### src/rtl/grf_scoreboard.sv
// General register file with a per-register in-flight write scoreboard for RAW hazard detection.
// Define GRF_BYPASS_EN to make a same-cycle writeback visible on the read ports (write-through).
module grf_scoreboard #(
    parameter int DATA_W = 32,
    parameter int ADDR_W = 5,
    parameter int NUM_RD = 2,
    parameter int PEND_W = 2
) (
    input  logic                       clk,
    input  logic                       reset,
    input  logic [NUM_RD*ADDR_W-1:0]   rd_addr,
    output logic [NUM_RD*DATA_W-1:0]   rd_data,
    output logic [NUM_RD-1:0]          rd_busy,
    input  logic                       wr_en,
    input  logic [ADDR_W-1:0]          wr_addr,
    input  logic [DATA_W-1:0]          wr_data,
    input  logic                       iss_en,
    input  logic [ADDR_W-1:0]          iss_addr,
    output logic                       iss_ok
);

    localparam int DEPTH = 1 << ADDR_W;
    localparam logic [PEND_W-1:0] CNT_MAX = '1;
    localparam logic [PEND_W-1:0] CNT_ONE = PEND_W'(1);

    logic [DATA_W-1:0] regs [DEPTH];
    logic [PEND_W-1:0] cnt  [DEPTH];
    logic [DEPTH-1:0]  inc_vec;
    logic [DEPTH-1:0]  dec_vec;

    // A saturated counter can still take a new issue if a write retires one slot this cycle.
    always_comb begin
        iss_ok = !(iss_en && (iss_addr != '0) && (cnt[iss_addr] == CNT_MAX)
                   && !(wr_en && (wr_addr == iss_addr)));
    end

    always_comb begin
        inc_vec = '0;
        dec_vec = '0;
        for (int a = 1; a < DEPTH; a++) begin
            inc_vec[a] = iss_en && iss_ok && (iss_addr == ADDR_W'(a));
            dec_vec[a] = wr_en && (wr_addr == ADDR_W'(a)) && (cnt[a] != '0);
        end
    end

    always_ff @(posedge clk) begin
        if (reset) begin
            for (int a = 0; a < DEPTH; a++) begin
                regs[a] <= '0;
                cnt[a]  <= '0;
            end
        end else begin
            regs[0] <= '0;
            cnt[0]  <= '0;
            for (int a = 1; a < DEPTH; a++) begin
                if (wr_en && (wr_addr == ADDR_W'(a))) begin
                    regs[a] <= wr_data;
                end
                if (inc_vec[a] && !dec_vec[a]) begin
                    cnt[a] <= cnt[a] + CNT_ONE;
                end else if (dec_vec[a] && !inc_vec[a]) begin
                    cnt[a] <= cnt[a] - CNT_ONE;
                end
            end
        end
    end

    for (genvar k = 0; k < NUM_RD; k++) begin : g_rd
        logic [ADDR_W-1:0] ra;
        assign ra = rd_addr[k*ADDR_W +: ADDR_W];
`ifdef GRF_BYPASS_EN
        logic hit;
        assign hit = wr_en && !reset && (wr_addr != '0) && (wr_addr == ra);
        assign rd_data[k*DATA_W +: DATA_W] = hit ? wr_data : regs[ra];
        // Busy drops early when the last outstanding write is being delivered right now.
        assign rd_busy[k] = (cnt[ra] != '0)
                            && !((cnt[ra] == CNT_ONE) && wr_en && (wr_addr == ra));
`else
        assign rd_data[k*DATA_W +: DATA_W] = regs[ra];
        assign rd_busy[k] = (cnt[ra] != '0);
`endif
    end

endmodule

### config.mk
export PLATFORM = sky130hd
export DESIGN_NAME = grf_scoreboard
export DESIGN_NICKNAME = d
export VERILOG_FILES = /design/src/rtl/grf_scoreboard.sv
export SDC_FILE = /design/constraint.sdc
export NUM_CORES = 2
export LEC_CHECK = 0
export CORE_ASPECT_RATIO = 1.75
export CORE_MARGIN = 2
export CORE_UTILIZATION = 30
export CTS_BUF_LIST = sky130_fd_sc_hd__clkbuf_4
export CTS_CLUSTER_DIAMETER = 60
export CTS_CLUSTER_SIZE = 24
export DETAILED_ROUTE_END_ITERATION = 7
export HOLD_SLACK_MARGIN = 0.06
export PLACE_DENSITY_LB_ADDON = 0.2
export SETUP_SLACK_MARGIN = 0.4
export SYNTH_ARGS = -nofsm -noshare
export SYNTH_HDL_FRONTEND = slang
export SYNTH_SLANG_ARGS = --single-unit
### constraint.sdc
create_clock -name clk -period 6.75 [get_ports clk]
set_input_delay 1.6875 -clock clk [delete_from_list [all_inputs] [get_ports clk]]
set_output_delay 1.6875 -clock clk [all_outputs]
set_load 0.02 [all_outputs]
==> run metrics <==
vias in the first global route 34.34k; Hold WC Path Type reg2reg; Synth Cell Area 54,210 sq um; Finished Layout Cells 5,779; drt total wl 193.3 mm; Slew HR 21.43%; Port Buffers 122; vias 32.58k; Synth area leader edfxtp_1; CTS tree built; largest family of logic cells by synthesized area multiplexers; clock buffer depth 3; GP Congestion 0.7922; WL met2 101.0 mm; post-synthesis simple-gate area fraction 7.206%; Synth Instances 3,307; drc violations 0; H-tree Lvls 2; Slew Viols, Final 0; CP required 5.06 ns; Post-synth ARST share 0%; Total GRT Usage 20.76%; Compound-Gate Fraction of Synth Area 3.460%; Pwr Density 219.6 nW/um^2; P_leak 18.74 nW; clk sinks 1,054; Post-CTS Setup Bufs 0; Yosys top cell area share 58.38%; Ports 123; minimum clock period after layout 6.227 ns; Max FO, Critical Path 32; commonest non-fill, non-tap cell in the layout edfxtp_1; post-synth net total 3,364; status finished, final reports clean; # setup viols final 0; RSZ-0062 raised after global routing false; mux cell area share after synthesis 27.83%; first-pass GRT wire length 270.4 mm; Core Box Area 179,700 sq um; clk slew on worst S/H paths 0.19 ns; Initial Utilization 30.18%; crit path DAT 4.54 ns; Hold Vio Cnt, Final 0; Area Growth Syn to Fin 10.83%; Distinct cells, synth 58; Seq cells post-synth 1,054; number of buffers created by CTS 59; mean post-synth cell area 16.39 sq um; Final #Nets 3,405; FF-to-FF setup slack 3.67 ns; setup_tns 0 ns; Chip Width 325.3 microns; Top Layer Used met5; ANT nets after route 0; largest net degree at the start of global routing 106; initial antenna violation count 16; drt pass-1 iters 6; crit start category primary input; clk_lat worst skew 1.21 ns; yosys warns 0; max_cap viols 0; WL met3 9.487 mm; Routed WL per cell 33.45 microns; Synth Area in Adders 0.02308%; max frequency 160.6 MHz; Die Area 184,300 sq um; fin crit share 92.25%; Final Util 33.44%; Iter 0 DRT Violations 2,804; M1 WL 73.95 mm; cts hold-fix bufs 0; Crit Path Class in2out; largest vdd supply drop 0.1247 mV; GR Overflow Total 0; Post-synth top flop edfxtp_1; post_cts resized 0; Die Y 566.3 microns; Root Driver clkbuf_4; register area share after synthesis 58.38%; Rows 206; via/cell ratio 5.638; Post-Synth XOR/XNOR Area 0.4685%; leading cell types in the layout, fill and taps excluded edfxtp_1, nor2_1, mux4_2, mux2_2, buf_4; Area contributors post-synth edfxtp_1, mux4_2, nor2_1, mux2_2, clkbuf_1; layout cells sized above 1 32.04%; Worst-Margin Slew 1.176 ns; clock skew 0.1025 ns; CP endpoint kind output pin; Post-synth EDFFs 1,054; HPWL after DPL 118.4 mm; placed cell count 5,679
worst max-delay path, cell delays in order:
cell,delay (ns)
buf_8,0.40
buf_12,0.31
buf_12,0.18
mux4_2,0.49
mux4_2,0.47
mux2_2,0.32
clkdlybuf4s50_1,0.56
registers in the layout, indices dropped and copies added (netlist names):
register  count
cnt          62
regs        992
per-stage QoR:
step	hold WS [ns]	cell area, sq um	setup WS, ns	total power, mW
global route	0.6822	60070	0.4330	13.61
detailed placement	0.6280	59230	0.4749	10.53
floorplan	0.5932	54210	1.206	9.447
global placement	0.6303	59230	0.5246	10.51
CTS	0.6545	60060	0.4807	13.32
finish	0.6540	60080	0.5232	13.19
path summary, 6_finish.rpt:
check	from	endpoint	depth (start not counted)
setup / recovery	rd_addr[5]	rd_data[59]	7
hold / removal	cnt[26][0]	cnt[26][0]	1
setup reg to reg	cnt[16][0]	cnt[18][1]	7
hold reg to reg	cnt[26][0]	cnt[26][0]	1
cells in the mapped netlist (2+ instances only):
| cell type | number |
|---|---|
| a211o_1 | 34 |
| a211oi_1 | 10 |
| a211oi_2 | 7 |
| a21boi_0 | 2 |
| a21o_1 | 17 |
| a21oi_1 | 16 |
| a221o_1 | 2 |
| a22o_1 | 67 |
| a31oi_1 | 16 |
| and2_1 | 3 |
| and2b_1 | 2 |
| and4_1 | 2 |
| buf_1 | 79 |
| buf_2 | 44 |
| buf_4 | 9 |
| buf_6 | 4 |
| clkbuf_1 | 171 |
| edfxtp_1 | 1054 |
| inv_1 | 37 |
| mux2_2 | 128 |
| mux2i_1 | 2 |
| mux4_2 | 605 |
| nand2_1 | 98 |
| nand2b_1 | 6 |
| nand3_1 | 66 |
| nand3b_1 | 3 |
| nand4_1 | 34 |
| nor2_1 | 614 |
| nor2b_1 | 36 |
| nor3_1 | 15 |
| nor3b_1 | 17 |
| o211ai_1 | 18 |
| o21ai_0 | 15 |
| o311ai_1 | 3 |
| o311ai_2 | 9 |
| or2_1 | 5 |
| or2_2 | 8 |
| or3_1 | 2 |
| xnor2_1 | 18 |
| xor2_1 | 11 |
layout make-up:
cell class	count	area, sq um
Multi-Input combinational cell	1908	21390
Tap cell	2392	2993
Clock buffer	62	465.4
Inverter	37	141.4
Sequential cell	1054	31650
Antenna cell	7	17.52
Timing Repair Buffer	288	3052
Fill cell	17170	119600
Clock inverter	31	372.9
per-layer routing:
| metal | track usage [%] | vias up |
|---|---|---|
| met5 | 0 | - |
| met4 | 8.305 | 12 |
| met3 | 2.431 | 318 |
| met2 | 37.23 | 1098 |
| met1 | 25.27 | 17780 |
| li1 | - | 13380 |
cells by family (layout without fill, tap and decap cells):
logic type / Yosys count / count (layout)
mux: 735 / 735
compound gates: 225 / 225
fa+ha+maj: 1 / 1
simple gates: 918 / 918
buf+inv: 345 / 418
other cells: 0 / 7
xor+xnor: 29 / 29
flops: 1054 / 1054
report_power, final:
part	internal, mW	switching (mW)
Clock	0.601	2.25
Combinational	1.13	1.32
Sequential	7.67	0.221
(Power assumes the default switching activity.)
